File: src/rtl/arythcrypt_result_fifo.sv
// arythcrypt_result_fifo: tagged result FIFO behind the crypto core, with a registered pop port and a sticky overflow flag.
// Optional build macro ARYTHCRYPT_FIFO_CHECKSUM_EN adds a running XOR of the accepted results.
module arythcrypt_result_fifo #(
    parameter int DEPTH = 8,
    parameter int WIDTH = 8,
    parameter int TAGW  = 4
) (
    input  logic                     clk,
    input  logic                     rst_n,
    input  logic [WIDTH-1:0]         res_in,
    input  logic [TAGW-1:0]          tag_in,
    input  logic                     res_valid,
    input  logic                     rd_en,
    input  logic                     ovf_clr,
    output logic [WIDTH-1:0]         dout,
    output logic [TAGW-1:0]          tag_out,
    output logic                     dout_valid,
    output logic                     empty,
    output logic                     full,
    output logic [$clog2(DEPTH):0]   count,
    output logic                     ovf,
    output logic [WIDTH-1:0]         checksum
);
    localparam int PW = $clog2(DEPTH);
    localparam int CW = PW + 1;
    localparam int EW = TAGW + WIDTH;

    logic [EW-1:0]    mem_q [DEPTH];
    logic [PW-1:0]    wr_ptr_q, wr_ptr_d, rd_ptr_q, rd_ptr_d;
    logic [CW-1:0]    count_q, count_d;
    logic [WIDTH-1:0] dout_q, dout_d;
    logic [TAGW-1:0]  tag_q, tag_d;
    logic             dout_valid_q, dout_valid_d;
    logic             ovf_q, ovf_d;
    logic             pop_ok, wr_ok, drop;

    assign empty = (count_q == '0);
    assign full  = (count_q == CW'(DEPTH));

    // Handshake decode; a pop on a full FIFO frees the slot the concurrent write lands in
    always_comb begin
        pop_ok = rd_en && !empty;
        wr_ok  = res_valid && (!full || pop_ok);
        drop   = res_valid && full && !pop_ok;
    end

    // Next state for pointers, occupancy, pop port and overflow flag
    always_comb begin
        wr_ptr_d     = wr_ok ? wr_ptr_q + PW'(1) : wr_ptr_q;
        rd_ptr_d     = pop_ok ? rd_ptr_q + PW'(1) : rd_ptr_q;
        count_d      = (wr_ok && !pop_ok) ? count_q + CW'(1) :
                       (pop_ok && !wr_ok) ? count_q - CW'(1) : count_q;
        {tag_d, dout_d} = pop_ok ? mem_q[rd_ptr_q] : {tag_q, dout_q};
        dout_valid_d = pop_ok;
        ovf_d        = drop ? 1'b1 : ovf_clr ? 1'b0 : ovf_q;
    end

    // Storage array; not cleared by reset, the pointers alone define what is valid
    always_ff @(posedge clk) begin
        if (wr_ok) mem_q[wr_ptr_q] <= {tag_in, res_in};
    end

    // Control and output registers with synchronous active-low reset
    always_ff @(posedge clk) begin
        if (!rst_n) begin
            wr_ptr_q     <= '0;
            rd_ptr_q     <= '0;
            count_q      <= '0;
            dout_q       <= '0;
            tag_q        <= '0;
            dout_valid_q <= 1'b0;
            ovf_q        <= 1'b0;
        end else begin
            wr_ptr_q     <= wr_ptr_d;
            rd_ptr_q     <= rd_ptr_d;
            count_q      <= count_d;
            dout_q       <= dout_d;
            tag_q        <= tag_d;
            dout_valid_q <= dout_valid_d;
            ovf_q        <= ovf_d;
        end
    end

`ifdef ARYTHCRYPT_FIFO_CHECKSUM_EN
    logic [WIDTH-1:0] checksum_q, checksum_d;

    // Fold each accepted result into the checksum; dropped writes never reach it
    always_comb begin
        checksum_d = wr_ok ? checksum_q ^ res_in : checksum_q;
    end

    // Checksum register, cleared only by reset
    always_ff @(posedge clk) begin
        if (!rst_n) checksum_q <= '0;
        else        checksum_q <= checksum_d;
    end

    assign checksum = checksum_q;
`else
    assign checksum = '0;
`endif

    assign dout       = dout_q;
    assign tag_out    = tag_q;
    assign dout_valid = dout_valid_q;
    assign count      = count_q;
    assign ovf        = ovf_q;
endmodule

File: config.mk
export PLATFORM = sky130hd
export DESIGN_NAME = arythcrypt_result_fifo
export DESIGN_NICKNAME = d
export VERILOG_FILES = /design/src/rtl/arythcrypt_result_fifo.sv
export SDC_FILE = /design/constraint.sdc
export NUM_CORES = 1
export LEC_CHECK = 0
export ABC_CLOCK_PERIOD_IN_PS = 2500
export CORE_MARGIN = 2
export CORE_UTILIZATION = 51
export DETAILED_ROUTE_END_ITERATION = 16
export GPL_TIMING_DRIVEN = 0
export MAX_ROUTING_LAYER = met4
export PLACE_DENSITY = 0.81
export SLEW_MARGIN = 5
export SYNTH_ARGS = -nofsm -noshare
export SYNTH_HDL_FRONTEND = slang
export SYNTH_SLANG_ARGS = --single-unit
File: constraint.sdc
create_clock -name clk -period 2.5 [get_ports clk]
set_input_delay 0.5 -clock clk [delete_from_list [all_inputs] [get_ports clk]]
set_output_delay 0.5 -clock clk [all_outputs]
set_load 0.1 [all_outputs]
==> results by group <==
Run status
  • Run status: finished, final reports clean

Timing
  • Setup-failing EPs final: 0
  • Achievable Freq: 0.412 GHz
  • Measured slew at the worst slew-check pin: 1.24 ns
  • Hold Slack: 0.511 ns
  • TNS Setup: 0 ns
  • Minimum clock period: 2.43 ns
  • RSZ-0062 raised after global routing: true
  • Worst relative slew slack: 17.2%
  • Final Hold Vio Count: 0
  • Fin crit share: 97.0%
  • Clock skew: 0.00698 ns
  • Count of pins over their slew limit: 0

Placement
  • Placer Congestion: 0.719
  • Dpl hpwl: 5.79 mm
  • PortBufs: 36

GRT
  • Initial antenna violation count: 0
  • First-pass GRT wire length: 14.9 mm
  • Largest net degree at the start of global routing: 20
  • Grt ovf: 0
  • Total Routing Usage GR: 21.8%
  • Vias in the first global route: 2,700

Die
  • Core Rows: 34
  • Core Region: 0.00881 mm2
  • Die height: 99.5 um
  • Die Wd: 99.5 um
  • I/O Pins: 45
  • Starting Density: 52.8%
  • Die ar.: 0.00990 mm2

Clock network
  • TritonCTS clock tree: done
  • CTS Root Cell: clkbuf_8
  • Clock latency on the worst-skew pair: 0.51 ns
  • Post-CTS Hold Buffers: 0
  • H-tree Lvls: 4
  • Clock transition at path regs: 0.05 ns
  • Clock Sink Count: 120
  • CTS buffer count: 17
  • Max Root-Sink Buffers: 2

Synth
  • Distinct cells, synth: 35
  • Yosys warns: 0
  • Top FF cell, synth: edfxtp_1
  • Main area contributors after synthesis: edfxtp_1 (62%), mux4_2 (12%), dfxtp_1 (10%), o22ai_1 (1.6%), o21ai_0 (1.4%)
  • Post-synth top cells: edfxtp_1 (96), dfxtp_1 (24), mux4_2 (24)
  • Post-Syn Instances: 266
  • Largest area contributor in the netlist: edfxtp_1
  • Mapped cell area: 0.00465 mm2
  • Number of synthesized flops with an enable pin: 96
  • Sequential element share of the synthesized area: 72.3%
  • Count leader, synth: edfxtp_1
  • Yosys reg bits: 120
  • Avg Cell Area, Syn: 17.5 um2
  • Synth top area share: 62.0%
  • Asr flop ratio synth: 0%

Critical path
  • Worst stage delay on the critical path: 1.12 ns
  • Crit path launch type: flip-flop
  • Worst path arrival time: 1.93 ns
  • Worst path required time: 2.00 ns
  • Crit-path max FO: 1
  • WP buf/inv: 1
  • Crit end category: output pin
  • Critical path class: flip-flop to output pin
  • CP Cell Sequence: clkdlybuf4s50_1
  • CP max-delay cell: clkdlybuf4s50_1
  • Cell family with most CP delay: buffers and inverters

Finish
  • Nets@finish: 356
  • # diodes: 0
  • Proportion of layout cells with a drive suffix above 1: 27.5%
  • Area delta synth->final: 27.2%

Route
  • Post-DRT Antenna Nets: 0
  • Initial DRC Count: 211
  • Vias per cell: 5.65
  • Routed length per instance: 20.8 um
  • DRT Wirelength: 9.43 mm
  • Residual DRC: 0
  • Vias: 2,565
  • Drt first pass iters: 4

Power and ir drop
  • Power per Cell Area: 1210 mW/mm2
  • Worst vdd ir: 1110 uV
  • Static Leak: 2.13 nW

Flow run
  • Max-cap violation count: 0

Min path
  • Worst min-delay path category: flip-flop to flip-flop
==> logic make-up after synthesis <==
logic type,share of synthesized area (%)
flip-flops,72.3
AND/OR/NAND/NOR,5.16
AO/OA/AOI/OAI,4.68
multiplexers,12.3
buffers and inverters,2.82
adder cells (fa/ha/maj),1.77
XOR/XNOR,0.941
other,0.0806
==> layer usage <==
metal,track usage (%),routed length [um],vias up
li1,-,-,1157
met1,26.1,3980,1295
met2,34.1,4720,97
met3,7.24,583,16
met4,9.06,150,0
met5,-,0,-
==> final cells by class <==
cell class,count,area [um2]
clock buffer,21,439
fill,583,2890
sequential,120,3380
clock inverter,11,149
buffer,20,115
inverter,4,17.5
timing repair buffer,42,417
tap,108,135
multi-input combinational,128,1270
==> tightest hold or removal path: stages, from the launching register on <==
cell and delay, ns:
dfxtp_1 0.32, o21ai_0 0.08, nor2_1 0.08
==> power breakdown <==
| part | total, mW | internal, mW | leakage, nW | switching [mW] |
|---|---|---|---|---|
| sequential | 2.49 | 2.36 | 1.07 | 0.130 |
| clock | 2.39 | 1.55 | 0.279 | 0.847 |
| combinational | 2.26 | 0.716 | 0.775 | 1.55 |
==> sequential cells by signal, summed over array words and instances (netlist names) <==
signal      count
mem_q          96
dout            8
count           4
tag_out         4
rd_ptr_q        3
wr_ptr_q        3
dout_valid      1
ovf             1
==> worst paths after layout <==
check | cells past startpoint | from | slack (ns) | to
worst min register to register | 2 | tag_out[3]$_SDFFE_PN0N_ | 0.51 | tag_out[3]$_SDFFE_PN0N_
worst min-delay path | 2 | tag_out[3]$_SDFFE_PN0N_ | 0.51 | tag_out[3]$_SDFFE_PN0N_
worst max register to register | 10 | count[0]$_SDFFE_PN0P_ | 0.12 | count[3]$_SDFFE_PN0P_
worst max-delay path | 1 | dout_valid$_SDFF_PN0_ | 0.07 | dout_valid
==> metrics by stage <==
| stage | power, mW | util [%] | std cells | worst slack, ns | instance area [um2] |
|---|---|---|---|---|---|
| floorplan | 4.31 | - | 273 | -0.0103 | 4750 |
| global placement | 4.78 | 59.5 | 417 | -0.962 | 5240 |
| detailed placement | 4.85 | 60.5 | 422 | -0.828 | 5330 |
| CTS | 7.19 | 67.0 | 454 | 0.00392 | 5900 |
| global route | 7.43 | 67.2 | 454 | -0.0188 | 5920 |
| finish | 7.15 | 67.2 | 454 | 0.0739 | 5920 |
==> timing repair <==
| action | CTS | global route |
|---|---|---|
| buffers inserted | 1 | 0 |
| gates resized for setup | 21 | 6 |
| pin swaps | 1 | 0 |
| endpoints found under the setup margin | 19 | 6 |
| endpoints found under the hold margin | 0 | 0 |
==> cells in the final DEF, fill, tap and decap left out, types with 9 or more instances in the layout <==
master / n
o22ai_1: 12
buf_4: 9
clkdlybuf4s50_1: 17
o21ai_0: 13
clkbuf_16: 16
nor2_1: 15
dfxtp_1: 20
mux4_2: 24
edfxtp_1: 96
dlygate4sd2_1: 13
(Power assumes the default switching activity.)
